===== src/rtl/sym_index_gen.sv =====
// Pseudo-random 4-bit symbol index generator: 16-bit Galois LFSR with request/valid handshake and round counter.
// Optional macro SYMIDX_NOREPEAT_EN forbids two consecutive equal indices.
module sym_index_gen #(
   parameter logic [15:0] DEFAULT_SEED  = 16'hACE1,
   parameter int unsigned STEPS_PER_IDX = 4,
   parameter int unsigned ROUND_LEN     = 10
) (
   input  logic        ClkSymGen,
   input  logic        Reset,
   input  logic        NextReq,
   input  logic        SeedLoad,
   input  logic [15:0] Seed,
   output logic [3:0]  randomNum,
   output logic        IdxValid,
   output logic        Busy,
   output logic [7:0]  IssuedCount,
   output logic        RoundDone
);

   localparam int unsigned LFSR_W = 16;
   localparam int unsigned IDX_W  = 4;
   localparam int unsigned CNT_W  = 8;
   localparam int unsigned STEP_W = 4;
   localparam logic [LFSR_W-1:0] TAPS      = 16'hB400;
   localparam logic [STEP_W-1:0] LAST_STEP = STEP_W'(STEPS_PER_IDX - 1);
   localparam logic [CNT_W-1:0]  ROUND_END = CNT_W'(ROUND_LEN);

   typedef enum logic [1:0] {IDLE, STEP, CHECK} state_t;

   state_t              state;
   logic [LFSR_W-1:0]   lfsr;
   logic [STEP_W-1:0]   step_cnt;
   logic [IDX_W-1:0]    emit_idx;
   logic [CNT_W-1:0]    issued_inc;
   logic                round_wrap;
`ifdef SYMIDX_NOREPEAT_EN
   logic [IDX_W-1:0]    last;
   logic [1:0]          retries;
   logic                retry_c;
`endif

   function automatic logic [LFSR_W-1:0] lfsr_step(input logic [LFSR_W-1:0] v);
      return v[0] ? ((v >> 1) ^ TAPS) : (v >> 1);
   endfunction

   // Index chosen in CHECK, plus retry decision when repeats are forbidden
   always_comb begin
      emit_idx = lfsr[IDX_W-1:0];
`ifdef SYMIDX_NOREPEAT_EN
      retry_c = 1'b0;
      if (lfsr[IDX_W-1:0] == last) begin
         if (retries < 2'd3) retry_c = 1'b1;
         else                emit_idx = last + 4'd1;
      end
`endif
   end

   assign issued_inc = IssuedCount + 8'd1;
   assign round_wrap = (issued_inc == ROUND_END);

   always_ff @(posedge ClkSymGen) begin
      if (Reset) begin
         state       <= IDLE;
         lfsr        <= DEFAULT_SEED;
         step_cnt    <= '0;
         randomNum   <= '0;
         IdxValid    <= 1'b0;
         Busy        <= 1'b0;
         IssuedCount <= '0;
         RoundDone   <= 1'b0;
`ifdef SYMIDX_NOREPEAT_EN
         last        <= '0;
         retries     <= '0;
`endif
      end else if (SeedLoad) begin
         // Zero seed would lock the LFSR, so the default is substituted
         lfsr        <= (Seed == 16'h0000) ? DEFAULT_SEED : Seed;
         state       <= IDLE;
         step_cnt    <= '0;
         IdxValid    <= 1'b0;
         Busy        <= 1'b0;
         IssuedCount <= '0;
         RoundDone   <= 1'b0;
      end else begin
         IdxValid  <= 1'b0;
         RoundDone <= 1'b0;
         case (state)
            IDLE: begin
               if (NextReq) begin
                  state    <= STEP;
                  step_cnt <= '0;
                  Busy     <= 1'b1;
`ifdef SYMIDX_NOREPEAT_EN
                  retries  <= '0;
`endif
               end
            end
            STEP: begin
               lfsr <= lfsr_step(lfsr);
               if (step_cnt == LAST_STEP) state    <= CHECK;
               else                       step_cnt <= step_cnt + 4'd1;
            end
            CHECK: begin
`ifdef SYMIDX_NOREPEAT_EN
               if (retry_c) begin
                  lfsr    <= lfsr_step(lfsr);
                  retries <= retries + 2'd1;
               end else begin
                  last <= emit_idx;
`endif
                  randomNum <= emit_idx;
                  IdxValid  <= 1'b1;
                  Busy      <= 1'b0;
                  state     <= IDLE;
                  if (round_wrap) begin
                     IssuedCount <= '0;
                     RoundDone   <= 1'b1;
                  end else begin
                     IssuedCount <= issued_inc;
                  end
`ifdef SYMIDX_NOREPEAT_EN
               end
`endif
            end
            default: begin
               state <= IDLE;
               Busy  <= 1'b0;
            end
         endcase
      end
   end

endmodule

===== config.mk =====
export PLATFORM = sky130hd
export DESIGN_NAME = sym_index_gen
export DESIGN_NICKNAME = d
export VERILOG_FILES = /design/src/rtl/sym_index_gen.sv
export SDC_FILE = /design/constraint.sdc
export NUM_CORES = 1
export LEC_CHECK = 0
export ABC_AREA = 0
export CELL_PAD_IN_SITES_DETAIL_PLACEMENT = 0
export CELL_PAD_IN_SITES_GLOBAL_PLACEMENT = 1
export CORE_UTILIZATION = 35
export DETAILED_ROUTE_END_ITERATION = 8
export PLACE_DENSITY = 0.75
export SETUP_SLACK_MARGIN = 0.4
export SLEW_MARGIN = 5
export SYNTH_ARGS = -nofsm -noshare
export SYNTH_HDL_FRONTEND = slang
export SYNTH_SLANG_ARGS = --single-unit

===== constraint.sdc =====
create_clock -name ClkSymGen -period 1.6 [get_ports ClkSymGen]
set_input_delay 0.32 -clock ClkSymGen [delete_from_list [all_inputs] [get_ports ClkSymGen]]
set_output_delay 0.32 -clock ClkSymGen [all_outputs]
set_load 0.1 [all_outputs]

* After elaboration in Yosys (flattened, before gate mapping) *
Index checks and enable logic that the tools add are counted.

operators by class
  bitwise operators = 4
  reduce and logical (&&, ||, !) cells = 10
  muxes and demuxes = 15
  add/sub/neg operators = 2
  equal/unequal tests = 7

operators with widths
  kind                                                 number
  two-way mux 16 bit                                   4
  zero test 16 bit                                     1
  adder 8 x 1 -> 8 bit, second input constant          1
  equality test 8 x 4 -> 1 bit, second input constant  1
  two-way mux 4 bit                                    2
  two-way mux 8 bit                                    1
  one-hot mux 4 bit (2 select lines)                   1
  inequality test 2 bit, second input constant         3
  AND reduction 2 bit                                  3
  adder 4 x 1 -> 4 bit, second input constant          1
  equality test 4 x 2 -> 1 bit, second input constant  1
  two-way mux 2 bit                                    2
  inverter 3 -> 4 bit                                  1
  one-hot mux 2 bit (2 select lines)                   1
  nonzero test 2 bit                                   2
  two-way mux 1 bit                                    3
  inverter 1 bit                                       3
  AND reduction 3 bit                                  1
  OR reduction 3 bit                                   1
  equality test 2 x 1 -> 1 bit, second input constant  1
  equality test 2 bit, second input constant           1
  zero test 2 bit                                      1
  one-hot mux 1 bit (2 select lines)                   1
  OR reduction 2 bit                                   1

word-level totals
  output and inout port bits = 15
  bits of input ports = 20
  logic and storage cells = 46
  flip-flop bits (word level) = 37

* Longest topological paths before layout *
  word-level depth = 4
  depth in mapped cells = 7
  gate-level depth less buffers = 6

* Worst setup path after synthesis *
No wires, ideal clock.

  path kind = register -> register
  start = reg IssuedCount[0]
  end = reg IssuedCount[0]
  setup slack = -534 ps
  setup time = 164 ps
  cell stages (with the launch flop) = 6
  clock period less this slack = 2134 ps
  path buffers = 0
  data required time = 1436 ps
  data arrival time = 1970 ps
  path through = dfxtp_1 > and3_4 > and3_4 > o211ai_1 > a22oi_2 > o31ai_1

on the way
  word-level cells in the longest chain between the ends = 3

RTL lines
  item                          RTL line  source
  start, declared               16        output logic [7:0] IssuedCount,
  start signal, assigned        119       IssuedCount <= issued_inc;
  adder 8 x 1 -> 8 bit *        58        assign issued_inc = IssuedCount + 8'd1;
  equality test 8 x 4 -> 1 bit  59        assign round_wrap = (issued_inc == ROUND_END);
  two-way mux 8 bit *           115       if (round_wrap) begin

Mark *: on every way between the ends. The rest lies on a longest branch, timed or not.
A chain may end at the register's enable or synchronous reset.

* Worst setup path in the final report *
  start = reg IssuedCount[1]
  end = reg IssuedCount[3]

The elaborated chain is that of the path after synthesis.

==> metrics.txt <==
outcome=completed; DRC violations left=0; Detailed Route WL=4.54 mm; RSZ-0062 raised after global routing=true; largest family of logic cells by synthesized area=simple AND/OR/NAND/NOR gates; synthesized area per cell=8.65 um^2; Setup crit start kind=flop; Sw Share=25.9%; final period utilization=97.2%; hold path depth=3; FP Rows=25; post-synth top area cell=dfxtp_1; Final Wtd Congestion=0.720; Post-Syn Nets=221; Warnings, synthesis=0; Clock Sinks=37; post-route ant nets=0; worst r2r path cells=5; Tmin final=1.56 ns; vias in the first global route=1581; CP required=1.77 ns; Max Cap Violations=0; initial antenna violation count=0; highest-count cells in the layout ignoring fill and taps=nor2_1, buf_4, buf_12; final setup vio count=0; worst path cell trace=and3_4, and3_4, or4_4, a22oi_2, a211oi_1; IO Pins=35; sequential area share after synthesis=43.2%; initial cell density of the core=36.3%; CTS max path bufs=2; Place WS=-0.255 ns; crit-path most repeated cell=and3_4; Critical Path Stages=5; met2 wire length=2.24 mm; Setup CP Type=reg -> reg; total CTS buffers=5; Detailed Place HPWL=2.75 mm; core area=4720 um^2; Netlist cell types=36; TritonRoute pass-1 iters=4; WP buf/inv=0; pwr dens=634 nW/um^2; placed cells=313; max layer used=met4; register cell area after layout=787 um^2; net switching power=501 uW; synth top area cells=dfxtp_1, nor2_1, a21oi_1; Fmax achieved=643 MHz; commonest non-fill, non-tap cell in the layout=nor2_1; Netlist Area Pre-Place=1710 um^2; Worst-path clk slew=0.08 ns; detailed-route via count=1669; xor and xnor area share after synthesis=5.11%; CTS HTree Levels=2; final core occ=64.5%; global-route wire length before repair=7.31 mm; Top FF cell, synth=dfxtp_1; area of the die=5180 um^2; wl on met1=2.05 mm; die height=72.0 um; Root Driver=clkbuf_8; Layout Cells excl Fill=341; combinational share of power=17.4%; Iteration-0 DRC Markers=50; clock power share=33.1%; TritonCTS clock tree=done; mux share of post-synthesis cell area=8.04%; grt ovf=0; Adder-Cell Fraction of Synth Area=2.19%; die width=72.0 um; Worst Hold Class=in -> reg; instance area at placement=2510 um^2; Mapped Cells=198; Synth-to-Final Area Change=77.9%; Final Power=1.93 mW; Synth async-reset ratio=0%; multi-input logic area=1110 um^2; fin. max-slew vios=0; data arrival time of the worst path=1.73 ns; critical path capture point type=flop; post-route cell area=3050 um^2; largest net degree at the start of global routing=22; PortBufs=34; Yosys top cell area share=43.2%; layout cells sized above 1=45.3%; fin worst setup slack=0.0442 ns; internal power=1.43 mW; Sequential Power Share=49.5%; Worst-Margin Slew=0.263 ns; Leak Pwr=1.19 nW; hold_buf cts=0; GRT Total Usage=18.3%; fin nets=296; worst-case clock skew=0.00613 ns; post-synthesis simple-gate area fraction=24.0%; detailed-route wire length per cell=13.3 um; number of synthesized flops with an enable pin=0; met3 WL=163 um; Worst path max stage delay=0.41 ns; Crit path max-delay family=simple AND/OR/NAND/NOR gates; Synth Area in Compound Gates=14.3%; Critical-path top delay cell=or4_4; worst-skew pair later-pin latency=0.29 ns; VDD IR-drop max=0.426 mV; final hold vios=0; Slew HR=82.2%; worst-path fanout max=4; routed vias/inst=4.89; layout filler cell count=391; register bit count reported by yosys=37; Diodes inserted=0
-- registers in the layout (all words and copies together) (netlist names) --
| signal | flops |
|---|---|
| lfsr | 16 |
| IssuedCount | 8 |
| randomNum | 4 |
| step_cnt | 4 |
| state | 2 |
| Busy | 1 |
| IdxValid | 1 |
| RoundDone | 1 |
-- worst reg2reg max path, delay by kind of cell, from the launching register on --
kind / cells / cell delay, ns
and+or+nand+nor: 3 / 0.75
DFF: 1 / 0.36
AOI/OAI and AO/OA: 2 / 0.33
-- synth_stat cells (all sizes together) (2+ instances only) --
master	n
mux2	6
dfxtp	37
clkbuf	8
xnor2	4
nor2	30
nand2b	8
nand4	3
buf	2
xor2	6
ha	3
a211oi	3
o22ai	8
a21oi	17
nor3	3
o31ai	2
nand3	5
o21ai	7
nor4	5
nand2	14
and3	5
mux2i	7
inv	3
-- final cells by class --
class	count	area share (%)
Clock buffer	7	2.50
Sequential cell	37	25.8
Timing Repair Buffer	78	31.8
Multi-Input combinational cell	148	36.5
Inverter	3	0.493
Clock inverter	1	0.164
Tap cell	67	2.75
-- repair_timing --
action                     in CTS  in global routing
setup buffers                  11                  6
gates resized for setup        44                 24
setup endpoints to repair      39                 44
cloned                          3                  0
pin swaps                      15                 11
hold endpoints to repair        0                  0
-- layer usage --
metal | vias to the layer above | track usage, %
met5 | - | 0
met4 | 0 | 6.54
met3 | 7 | 4.72
met2 | 32 | 30.7
met1 | 782 | 22.9
li1 | 848 | -
-- power by group through the flow --
stage / logic [mW] / clock network (mW) / registers, mW
global placement: 0.244 / 0 / 0.981
floorplan: 0.129 / 0 / 0.982
finish: 0.336 / 0.640 / 0.957
global route: 0.360 / 0.698 / 0.961
detailed placement: 0.244 / 0 / 0.982
CTS: 0.295 / 0.650 / 0.957
-- cell families (layout without fill, tap and decap cells) --
kind of cell,Yosys count,in the layout
muxes,13,13
xor gates and xnor gates,10,10
DFF,37,37
and+or+nand+nor,81,81
buffers and inverters,13,89
AOI/OAI and AO/OA,41,41
adders and majority gates,3,3
-- stage by stage --
step | TNS, ns | hold slack [ns]
detailed placement | -2.00 | 0.460
floorplan | -0.137 | 0.433
CTS | 0 | 0.440
global route | -0.00466 | 0.453
finish | 0 | 0.436
global placement | -2.02 | 0.454
-- path summary, 6_finish.rpt --
path	slack, ns	to	startpoint
worst min-delay path	0.44	lfsr[3]	Seed[3]
worst max register to register	0.04	IssuedCount[3]	IssuedCount[1]
worst min register to register	0.47	randomNum[3]	lfsr[3]
worst max-delay path	0.04	IssuedCount[3]	IssuedCount[1]
Note: power is estimated with default switching activity, not from simulation.
